**config.mk**
```make
export PLATFORM = sky130hd
export DESIGN_NAME = ins_fetch
export DESIGN_NICKNAME = d
export VERILOG_FILES = /design/src/rtl/mips_pkg.sv /design/src/rtl/npc_calc.sv /design/src/rtl/ins_fetch.sv
export SDC_FILE = /design/constraint.sdc
export NUM_CORES = 1
export LEC_CHECK = 0
export CAP_MARGIN = 0
export CORE_ASPECT_RATIO = 0.9
export CORE_MARGIN = 8
export CORE_UTILIZATION = 46
export DETAILED_ROUTE_END_ITERATION = 8
export PLACE_DENSITY = 0.9
export SLEW_MARGIN = 20
export SYNTH_ARGS = -nofsm -noshare
export SYNTH_HDL_FRONTEND = slang
export SYNTH_SLANG_ARGS = --single-unit
```
**constraint.sdc**
```tcl
create_clock -name clk -period 4.38 [get_ports clk]
set_input_delay 0.876 -clock clk [delete_from_list [all_inputs] [get_ports clk]]
set_output_delay 0.876 -clock clk [all_outputs]
set_load 0.005 [all_outputs]
```
**src/rtl/mips_pkg.sv**
```systemverilog
// Shared definitions for the MIPS core: one-hot instruction indices,
// fetch FSM state encoding, default reset PC and a one-hot test helper.
package mips_pkg;

    localparam int unsigned XLEN   = 32;
    localparam int unsigned CODE_W = 32;

    // One-hot bit index of each instruction in the decoder's code vector
    localparam int unsigned OP_ADD   = 0;
    localparam int unsigned OP_ADDU  = 1;
    localparam int unsigned OP_SUB   = 2;
    localparam int unsigned OP_SUBU  = 3;
    localparam int unsigned OP_AND   = 4;
    localparam int unsigned OP_OR    = 5;
    localparam int unsigned OP_XOR   = 6;
    localparam int unsigned OP_NOR   = 7;
    localparam int unsigned OP_SLT   = 8;
    localparam int unsigned OP_SLTU  = 9;
    localparam int unsigned OP_SLL   = 10;
    localparam int unsigned OP_SRL   = 11;
    localparam int unsigned OP_SRA   = 12;
    localparam int unsigned OP_SLLV  = 13;
    localparam int unsigned OP_SRLV  = 14;
    localparam int unsigned OP_SRAV  = 15;
    localparam int unsigned OP_JR    = 16;
    localparam int unsigned OP_ADDI  = 17;
    localparam int unsigned OP_ADDIU = 18;
    localparam int unsigned OP_ANDI  = 19;
    localparam int unsigned OP_ORI   = 20;
    localparam int unsigned OP_XORI  = 21;
    localparam int unsigned OP_LW    = 22;
    localparam int unsigned OP_SW    = 23;
    localparam int unsigned OP_BEQ   = 24;
    localparam int unsigned OP_BNE   = 25;
    localparam int unsigned OP_SLTI  = 26;
    localparam int unsigned OP_SLTIU = 27;
    localparam int unsigned OP_LUI   = 28;
    localparam int unsigned OP_J     = 29;
    localparam int unsigned OP_JAL   = 30;

    localparam logic [XLEN-1:0] DEFAULT_RESET_PC = 32'h0000_0000;

    typedef enum logic [1:0] {
        ST_IDLE  = 2'd0,
        ST_FETCH = 2'd1,
        ST_EXEC  = 2'd2,
        ST_HALT  = 2'd3
    } fetch_state_e;

    // True when exactly one bit is set; X inputs propagate to X
    function automatic logic is_onehot(input logic [CODE_W-1:0] v);
        return (v != '0) && ((v & (v - CODE_W'(1))) == '0);
    endfunction

endpackage

```
**src/rtl/npc_calc.sv**
```systemverilog
// Next-PC computation for the fetch stage (purely combinational).
// Ports: pc, ins, code (one-hot), alu_zero, rs_data in;
//        next_pc, pc_plus4, illegal (code not exactly one-hot) out.
module npc_calc
    import mips_pkg::*;
(
    input  logic [XLEN-1:0]   pc,
    input  logic [XLEN-1:0]   ins,
    input  logic [CODE_W-1:0] code,
    input  logic              alu_zero,
    input  logic [XLEN-1:0]   rs_data,
    output logic [XLEN-1:0]   next_pc,
    output logic [XLEN-1:0]   pc_plus4,
    output logic              illegal
);

    logic [XLEN-1:0] br_offset;
    logic [XLEN-1:0] br_target;
    logic [XLEN-1:0] jmp_target;
    logic            unused_ins;

    assign pc_plus4   = pc + XLEN'(4);
    assign br_offset  = {{14{ins[15]}}, ins[15:0], 2'b00};
    assign br_target  = pc_plus4 + br_offset;
    assign jmp_target = {pc_plus4[31:28], ins[25:0], 2'b00};
    assign illegal    = !is_onehot(code);
    assign unused_ins = ^ins[31:26];

    // Target select; an illegal code falls through to sequential flow
    always_comb begin
        next_pc = pc_plus4;
        if (!illegal) begin
            if (code[OP_JR])
                next_pc = rs_data;
            else if (code[OP_BEQ] && alu_zero)
                next_pc = br_target;
            else if (code[OP_BNE] && !alu_zero)
                next_pc = br_target;
            else if (code[OP_J] || code[OP_JAL])
                next_pc = jmp_target;
        end
    end

endmodule

```
**src/rtl/ins_fetch.sv**
```systemverilog
// Fetch stage: owns the PC, fetches over a req/ack handshake, holds the
// instruction for the decoder until commit, then advances the PC.
// Ports: clk, rst (sync, active-high); imem_req/addr/ack/rdata memory
// handshake; ins/ins_valid to decoder; code/alu_zero/rs_data/commit from
// decode and datapath; pc, pc_plus4, illegal pulse, sticky fault out.
module ins_fetch
    import mips_pkg::*;
#(
    parameter logic [31:0] RESET_PC       = DEFAULT_RESET_PC,
    parameter int unsigned TIMEOUT_CYCLES = 16
) (
    input  logic              clk,
    input  logic              rst,
    output logic              imem_req,
    output logic [XLEN-1:0]   imem_addr,
    input  logic              imem_ack,
    input  logic [XLEN-1:0]   imem_rdata,
    output logic [XLEN-1:0]   ins,
    output logic              ins_valid,
    input  logic [CODE_W-1:0] code,
    input  logic              alu_zero,
    input  logic [XLEN-1:0]   rs_data,
    input  logic              commit,
    output logic [XLEN-1:0]   pc,
    output logic [XLEN-1:0]   pc_plus4,
    output logic              illegal,
    output logic              fault
);

    localparam int unsigned CNT_W = $clog2(TIMEOUT_CYCLES + 1);

    fetch_state_e    state, state_next;
    logic [CNT_W-1:0] cnt, cnt_next;
    logic [XLEN-1:0] pc_next, ins_next, npc;
    logic            ins_valid_next, illegal_next, fault_next, npc_illegal;

    npc_calc u_npc (
        .pc       (pc),
        .ins      (ins),
        .code     (code),
        .alu_zero (alu_zero),
        .rs_data  (rs_data),
        .next_pc  (npc),
        .pc_plus4 (pc_plus4),
        .illegal  (npc_illegal)
    );

    assign imem_addr = pc;

    // State and datapath registers
    always_ff @(posedge clk) begin
        if (rst) begin
            state     <= ST_IDLE;
            pc        <= RESET_PC;
            ins       <= '0;
            ins_valid <= 1'b0;
            imem_req  <= 1'b0;
            illegal   <= 1'b0;
            fault     <= 1'b0;
            cnt       <= '0;
        end else begin
            state     <= state_next;
            pc        <= pc_next;
            ins       <= ins_next;
            ins_valid <= ins_valid_next;
            imem_req  <= (state_next == ST_FETCH);
            illegal   <= illegal_next;
            fault     <= fault_next;
            cnt       <= cnt_next;
        end
    end

    // Next-state and next-register logic
    always_comb begin
        state_next     = state;
        pc_next        = pc;
        ins_next       = ins;
        ins_valid_next = ins_valid;
        illegal_next   = 1'b0;
        fault_next     = fault;
        cnt_next       = cnt;
        case (state)
            ST_IDLE: begin
                cnt_next   = '0;
                state_next = ST_FETCH;
            end
            ST_FETCH: begin
                if (imem_ack) begin
                    ins_next       = imem_rdata;
                    ins_valid_next = 1'b1;
                    cnt_next       = '0;
                    state_next     = ST_EXEC;
                end else begin
                    cnt_next = cnt + CNT_W'(1);
                    if (cnt_next == CNT_W'(TIMEOUT_CYCLES)) begin
                        fault_next = 1'b1;
                        state_next = ST_HALT;
                    end
                end
            end
            ST_EXEC: begin
                if (commit) begin
                    illegal_next   = npc_illegal;
                    ins_valid_next = 1'b0;
                    // Only JR can produce a misaligned target; pc stays put
                    if (npc[1:0] != 2'b00) begin
                        fault_next = 1'b1;
                        state_next = ST_HALT;
                    end else begin
                        pc_next    = npc;
                        state_next = ST_FETCH;
                    end
                end
            end
            ST_HALT: begin
                ins_valid_next = 1'b0;
            end
            default: begin
                state_next = ST_IDLE;
            end
        endcase
    end

endmodule

```
; ---- Word-level counts from Yosys, hierarchy flattened
; Cells that the tools add are included.
[totals]
regBits = 75
in_bits = 101
wordCells = 64
[classes]
add_sub_neg = 4
n_eq_ne = 10
mux = 20
n_bitwise = 4
n_reduce_logical = 18
[op_table]
columns = cell, n
row1 = $mux 32, 4
row2 = $add 32x3->32 const B, 1
row3 = $add 32x32->32, 1
row4 = $and 32x32->32, 1
row5 = $logic_not 32->1, 1
row6 = $reduce_bool 32->1, 1
row7 = $sub 32x1->32 const B, 1
row8 = $mux 28, 1
row9 = $ne 2x2->1 const B, 5
row10 = $pmux 5 s2, 1
row11 = $mux 2, 4
row12 = $mux 1, 6
row13 = $pmux 2 s3, 1
row14 = $reduce_and 3->1, 2
row15 = $reduce_bool 2->1, 3
row16 = $add 5x1->5 const B, 1
row17 = $eq 5x5->1 const B, 1
row18 = $mux 5, 1
row19 = $reduce_and 5->1, 1
row20 = $eq 2x1->1 const B, 2
row21 = $eq 2x2->1 const B, 2
row22 = $logic_and 1x1->1, 3
row23 = $not 1->1, 3
row24 = $pmux 1 s3, 1
row25 = other kinds (7), 8

; ---- Depth between registers and ports, before layout
; Gate-level depths: netlist (run 1).
[depth]
ltp_word = 11
depth_mapped = 18
depth_no_buf = 18

; ---- By module
; A second synthesis (run 1) with hierarchy kept.
[unflattened]
cells_unflattened = 958
area_unflattened_um2 = 6744.0
[modules_own_cells]
columns = mod, instances, cells_per_inst, area_per_inst_um2, seq_area_each_um2
row1 = npc_calc, 1, 590, 3751.1, 0.0
row2 = ins_fetch, 1, 368, 2992.9, 1501.4

; ---- Worst setup path after synthesis (run 1)
; OpenSTA, ideal clock, no wires.
[synth_path]
path_kind = register -> register
start = register pc[2] (netlist: imem_addr[2])
end = register pc[31] (netlist: imem_addr[31])
setup_time_ns = 0.122
t_arrival_ns = 3.779
required_time_ns = 4.258
setup_slack_ns = 0.480
stages_incl_launch_ff = 17
n_path_buf = 0
cell_sequence = dfxtp_1 -> ha_1 -> inv_1 -> nor4_1 -> nand3_1 -> xnor2_1 -> ha_1 -> or2_2 -> a41oi_1 -> or3_1 -> a21oi_1 -> nor3_1 -> o211ai_1 -> xor2_1 -> nor4b_1 -> a311oi_1 -> nor2_1
[synth_between]
elab_chain_len = 6
[synth_rtl]
columns = element, line
row1 = from (decl), ins_fetch.sv:24  ; output logic [XLEN-1:0] pc,
row2 = from (signal assigned), ins_fetch.sv:63  ; pc <= pc_next;
row3 = $add 32x3->32 *, npc_calc.sv:22  ; assign pc_plus4 = pc + XLEN'(4);
row4 = named net pc_plus4[14], ins_fetch.sv:25  ; output logic [XLEN-1:0] pc_plus4,
row5 = $add 32x32->32 *, npc_calc.sv:24  ; assign br_target = pc_plus4 + br_offset;
row6 = $mux 32, npc_calc.sv:37  ; else if (code[OP_BNE] && !alu_zero)
row7 = $mux 32 *, npc_calc.sv:35  ; else if (code[OP_BEQ] && alu_zero)
row8 = $mux 32 *, npc_calc.sv:33  ; if (code[OP_JR])
row9 = $mux 32 *, npc_calc.sv:32  ; if (!illegal) begin
; The timed path passes the listed nets; every way through them passes the cells marked *.
; A chain may end at the register's enable or synchronous reset.

; ---- Final worst setup path (run 1)
[layout_path]
start = register pc[9] (netlist: imem_addr[9])
end = register pc[28] (netlist: imem_addr[28])
[layout_between]
elab_chain_len = 6
[layout_rtl]
columns = element, line
row1 = $add 32x3->32 *, npc_calc.sv:22
row2 = $add 32x32->32, npc_calc.sv:24
row3 = $mux 32, npc_calc.sv:37
row4 = $mux 32, npc_calc.sv:35
row5 = $mux 32, npc_calc.sv:33
row6 = $mux 32 *, npc_calc.sv:32
; Every way passes the cells marked *; elsewhere a longest branch is shown, timed or not.

==> flow_summary.yaml, run 1 <==
worst_hold_path:
  holdPathEnd: "ins[27]$_SDFFE_PP0P_"
  holdPathStages: 2
  min-delay-start: "ins[27]$_SDFFE_PP0P_"
  hold_path_class: "register to register"
setup_path:
  reg2reg_from: "imem_addr[9]$_SDFFE_PP0P_"
  critical_path_arrival_ns: 4.43
  critical_path_class: "register to register"
  rr_worst_depth: 15
  start_kind: "register"
  r2r_end: "imem_addr[28]$_SDFFE_PP0P_"
  crit_fanout: 6
  worst_setup_path_end_kind: "register"
  startpoint: "imem_addr[9]$_SDFFE_PP0P_"
  crit_required_ns: 4.62
  r2r_slack_ns: 0.19
grt:
  overflow: 0
  grt_max_degree: 67
  grt_pass1_wl_um: 41200
  grt_pass1_vias: 7819
  antenna_found_initial: 1
  grtUsageTotal: 0.280
sta:
  min_period_ns: 4.19
  final.setup.tns_ns: 0
  finalSetupViolCount: 0
  setup_ws_ns: 0.188
  worst_pin_slew_ns: 0.733
  hold_slack_ns: 0.460
  skew_ns: 0.00916
  rsz0062_at_grt: "yes"
  slew_headroom: 0.511
  fin_crit_sh: 0.957
  max_freq_mhz: 239
  finalMaxSlewViolations: 0
  hold_viol: 0
routing:
  drt-initial-drc-count: 899
  antenna_left: 0
  wl_um: 26400
  num_vias: 8147
  routed_via_density: 6.12
  drt-wirelength-per-cell_um: 19.8
  drc: 0
  drtPass1Iterations: 6
status:
  status: "complete, no violations"
clocking:
  ctsHtreeMaxLevel: 3
  post-cts-setup-buffers: 0
  clkTransAtPathRegs_ns: 0.07
  cts_tree: "yes"
  clkLatencyLatePin_ns: 0.35
  cts_buffers: 9
  ctsRootBufferMaster: "clkbuf_16"
  cts.sinks: 75
  cts_buffer_depth: 2
die:
  ios: 233
  die_area_mm2: 0.0183
  initial_core_util: 0.468
  core_mm2: 0.0140
  rows: 41
  die_y_um: 129
  die_x_um: 142
synthesis:
  synth_compound_area_frac: 0.299
  synth_edf_count: 0
  synth_top_family_by_area: "compound AO/OA/AOI/OAI gates"
  synthMuxAreaShare: 0.00938
  synth_top_flop_cell: "dfxtp_1"
  synth_area_per_cell_um2: 7.13
  synth.distinct_cells: 77
  syn-cell-area_mm2: 0.00653
  synth_nets: 1049
  postSynth.asyncResetShare: 0
  yosys_warnings: 0
  yosysSeqAreaShare: 0.230
  synthCells: 916
  ys_seq_elements: 75
  synth_xor_area_frac: 0.0684
  synth_adder_area_share: 0.0640
  synthSimpleGateAreaFrac: 0.242
pwr:
  power_density_mw_per_mm2: 208
  ir_drop_mv: 0.248
  p_leak_nw: 3.53
place:
  dp_worst_setup_slack_ns: -0.235
  hpwl_um: 20400
  place_congestion: 0.999
  dp.cells: 1314
  numPortBuffers: 232
final_layout:
  nNetsFinal: 1265
  final_common_cell: "clkdlybuf4s50_1"
  synthToLayoutAreaGrowth_pct: 45.0
  drive_gt1_frac: 0.0853
  final_util: 0.679
  final_cell_mix: "clkdlybuf4s50_1 (231), nand2_1 (147), a21oi_1 (102)"
  final_cell_count_no_fill: 1331
flow_run:
  maxCapViolCount: 0
[logic make-up (layout without fill, tap and decap cells)]
kind of cell / Yosys count / count (layout)
and+or+nand+nor: 336 / 336
AOI/OAI and AO/OA: 303 / 303
buffers and inverters: 112 / 333
DFF: 75 / 75
xor gates and xnor gates: 51 / 51
adders and majority gates: 33 / 33
muxes: 6 / 6
other: 0 / 1
[cell type report]
type	instances	area (um^2)
Tap cell	193	241
Antenna cell	1	2.50
Clock inverter	7	106
Inverter	29	109
Fill cell	1176	4480
Multi-Input combinational cell	729	4500
Timing Repair Buffer	288	2790
Sequential cell	75	1500
Clock buffer	9	225
[worst max-delay path by stage]
| stage | end | slack, ns | cells after the start |
|---|---|---|---|
| 2_1_floorplan | imem_addr[31]$_SDFFE_PP0P_ | 0.48 | 16 |
| 3_3_place_gp | imem_addr[23]$_SDFFE_PP0P_ | -0.00004 | 11 |
| 3_5_place_dp | imem_addr[20]$_SDFFE_PP0P_ | -0.23 | 12 |
| 4_1_cts | imem_addr[20]$_SDFFE_PP0P_ | 0.10 | 12 |
| 5_1_grt | imem_addr[27]$_SDFFE_PP0P_ | -0.02 | 15 |
| 6_report | imem_addr[28]$_SDFFE_PP0P_ | 0.19 | 15 |
[sequential cells by signal (all words and copies together), names as in the netlist]
name       cells
imem_req       1
illegal        1
ins           32
cnt            5
ins_valid      1
state          2
imem_addr     32
fault          1
[metrics by stage]
| step | power [mW] | cell area (um^2) |
|---|---|---|
| 2_1_floorplan | 0.909 | 6530 |
| 3_3_place_gp | 1.12 | 9110 |
| 3_5_place_dp | 1.13 | 9110 |
| 4_1_cts | 1.96 | 9440 |
| 5_1_grt | 2.03 | 9470 |
| 6_report | 1.97 | 9480 |
[worst max-delay path, cell delays in order, from the launching register on]
cell       delay, ns
dfxtp_1         0.49
nand4_1         0.23
nor4_1          0.25
buf_4           0.21
nand4_1         0.12
xor2_1          0.21
inv_1           0.16
ha_1            0.39
and3_1          0.21
nand2_1         0.10
o311ai_0        0.59
nand2_1         0.16
o21ai_0         0.25
mux2i_1         0.29
a2111oi_0       0.10
o41ai_1         0.33
[what timing repair did]
item | CTS | global route
hold buffers | 0 | 0
gates resized for setup | 0 | 7
endpoints found under the setup margin | 0 | 21
[Yosys cell counts, types with 6 or more instances]
master    number  area [um^2]
a211o_1        9         78.8
a211oi_1      10         75.1
a21o_1        11         82.6
a21oi_1      102          510
a31oi_1       13         81.3
and3_1        10         62.6
buf_2          8         40.0
buf_4         35          263
clkbuf_1      38          143
dfxtp_1       75         1500
ha_1          31          388
inv_1         28          105
nand2_1      147          552
nand2b_1       7         43.8
nand3_1       25          125
nand4_1        7         43.8
nor2_1        60          225
nor3_1        29          145
nor4_1         6         37.5
o211ai_1      14          105
o21a_1         6         45.0
o21ai_0       52          260
o22ai_1       21          131
or3_1         12         75.1
xnor2_1       31          272
xor2_1        20          175
[routing by layer]
layer | GRT usage | vias up | routed length, um
met1 | 0.324 | 3760 | 9950
li1 | - | 3774 | -
met4 | 0.127 | 2 | 1180
met2 | 0.468 | 510 | 12200
met3 | 0.0886 | 101 | 3020
met5 | 0 | - | 10
[power breakdown]
part           internal (mW)  leakage, nW  switching [mW]
Sequential             0.702        0.608          0.0230
Combinational          0.201         2.76           0.200
Clock                  0.511        0.163           0.337
Total                   1.41         3.53           0.560
Power figures use the tool's default switching activity.
==> run 2: changes to the inputs <==
- ABC_CLOCK_PERIOD_IN_PS: unset -> 4380
- PLACE_DENSITY: 0.9 -> 0.93
- SETUP_SLACK_MARGIN: unset -> 0.1
==> flow_summary.yaml, run 2 (synthesized netlist as in run 1, its figures left out) <==
clocking:
  cts_buffer_depth: 2
  cts_buffers: 9
  cts.sinks: 75
  clkTransAtPathRegs_ns: 0.06
  clkLatencyLatePin_ns: 0.35
  ctsRootBufferMaster: "clkbuf_16"
  ctsHtreeMaxLevel: 3
  cts_tree: "yes"
  holdBufCountCts: 0
routing:
  wl_um: 26500
  routed_via_density: 6.19
  drt-initial-drc-count: 839
  drtPass1Iterations: 7
  antenna_left: 0
  drt-wirelength-per-cell_um: 20.0
  num_vias: 8212
  drc: 1
setup_path:
  critical_path_class: "primary input to register"
  r2r_slack_ns: 0.18
  critical_path_arrival_ns: 4.47
  path_buf_inv: 1
  crit_fanout: 4
  cp_cell_sequence: "clkdlybuf4s50_1, or4_4, or4b_4, o41ai_2, o21ai_1, nor3_4, a31oi_2, a311o_2, a221o_1, a311oi_1, nor2_1"
  start_kind: "primary input"
  critPathMaxStageDelay_ns: 0.58
  worst_setup_path_end_kind: "register"
  slowest_stage: "or4b_4"
  critPathTopFamily: "compound AO/OA/AOI/OAI gates"
  crit_required_ns: 4.62
status:
  violations: "design-rule violations"
  status: "finished with violations"
place:
  hpwl_um: 20200
  dp_worst_setup_slack_ns: -0.244
  place_area_mm2: 0.00905
  numPortBuffers: 232
  place_congestion: 0.985
sta:
  hold_slack_ns: 0.464
  worst_pin_slew_ns: 0.801
  max_freq_mhz: 237
  slew_headroom: 0.465
  finalSetupViolCount: 0
  setup_ws_ns: 0.155
  skew_ns: 0.00598
  finalMaxSlewViolations: 0
  hold_viol: 0
  fin_crit_sh: 0.965
  rsz0062_at_grt: "yes"
  min_period_ns: 4.22
die:
  die_y_um: 129
  initial_core_util: 0.468
  core_mm2: 0.0140
  ios: 233
  die_x_um: 142
  rows: 41
  die_area_mm2: 0.0183
pwr:
  p_leak_nw: 3.53
  power_density_mw_per_mm2: 195
  ir_drop_mv: 0.220
grt:
  grtUsageTotal: 0.282
  overflow: 0
  grt_max_degree: 67
  antenna_found_initial: 0
  grt_pass1_vias: 7893
  grt_pass1_wl_um: 41200
final_layout:
  final_cell_mix: "clkdlybuf4s50_1 (231), nand2_1 (147), a21oi_1 (101)"
  stdcell_area_mm2: 0.00947
  drive_gt1_frac: 0.0944
  synthToLayoutAreaGrowth_pct: 44.9
  num_antenna_cells: 0
  nFillCells: 1137
  final_common_cell: "clkdlybuf4s50_1"
  nNetsFinal: 1261
flow_run:
  maxCapViolCount: 0
worst_hold_path:
  hold_path_class: "register to register"
[run 2: area by class of cell]
class | instances | area, um^2 | area share
clock inverters | 5 | 36.3 | 0.00383
multi-input cells | 729 | 4590 | 0.485
repair buffers | 284 | 2740 | 0.289
well taps | 193 | 241 | 0.0255
clock buffers | 11 | 243 | 0.0256
flip-flops and latches | 75 | 1510 | 0.159
inverters | 29 | 109 | 0.0115
[run 2: routing by layer]
metal / track usage / routed length, um / vias up
met5: 0 / 0 / -
met4: 0.142 / 1300 / 0
met3: 0.0813 / 2880 / 104
met2: 0.474 / 12400 / 535
met1: 0.323 / 9880 / 3818
li1: - / - / 3755
[run 2: final timing paths]
path | end | start | cells past startpoint
hold / removal | ins[28]$_SDFFE_PP0P_ | ins[28]$_SDFFE_PP0P_ | 2
setup / recovery | imem_addr[31]$_SDFFE_PP0P_ | code[10] | 11
hold reg to reg | ins[28]$_SDFFE_PP0P_ | ins[28]$_SDFFE_PP0P_ | 2
setup reg to reg | imem_addr[25]$_SDFFE_PP0P_ | imem_addr[2]$_SDFFE_PP0P_ | 16
[run 2: repair_timing]
action                                 CTS  global route
buffers inserted                         1             0
setup endpoints to repair                1            31
pin swaps                                1             1
endpoints found under the hold margin    0             0
resized for setup                        1            27
[run 2: power breakdown]
part | leakage [nW] | internal (mW) | total [mW] | switching, mW
clock network | 0.128 | 0.400 | 0.723 | 0.323
logic | 2.79 | 0.199 | 0.393 | 0.194
registers | 0.610 | 0.703 | 0.732 | 0.0290
[run 2: per-stage QoR]
step,TNS (ns),cells,power [mW],utilization
final,0,1326,1.85,0.678
after global routing,0,1326,1.90,0.678
after CTS,0,1326,1.84,0.669
after detailed placement,-4.10,1309,1.13,0.648
after global placement,-0.00806,1309,1.12,0.648
after floorplan,0,916,0.909,-
[run 2: tightest hold or removal path, stage by stage (launching register included)]
cell	delay, ns
dfxtp_1	0.31
nand2_1	0.05
a21oi_1	0.06
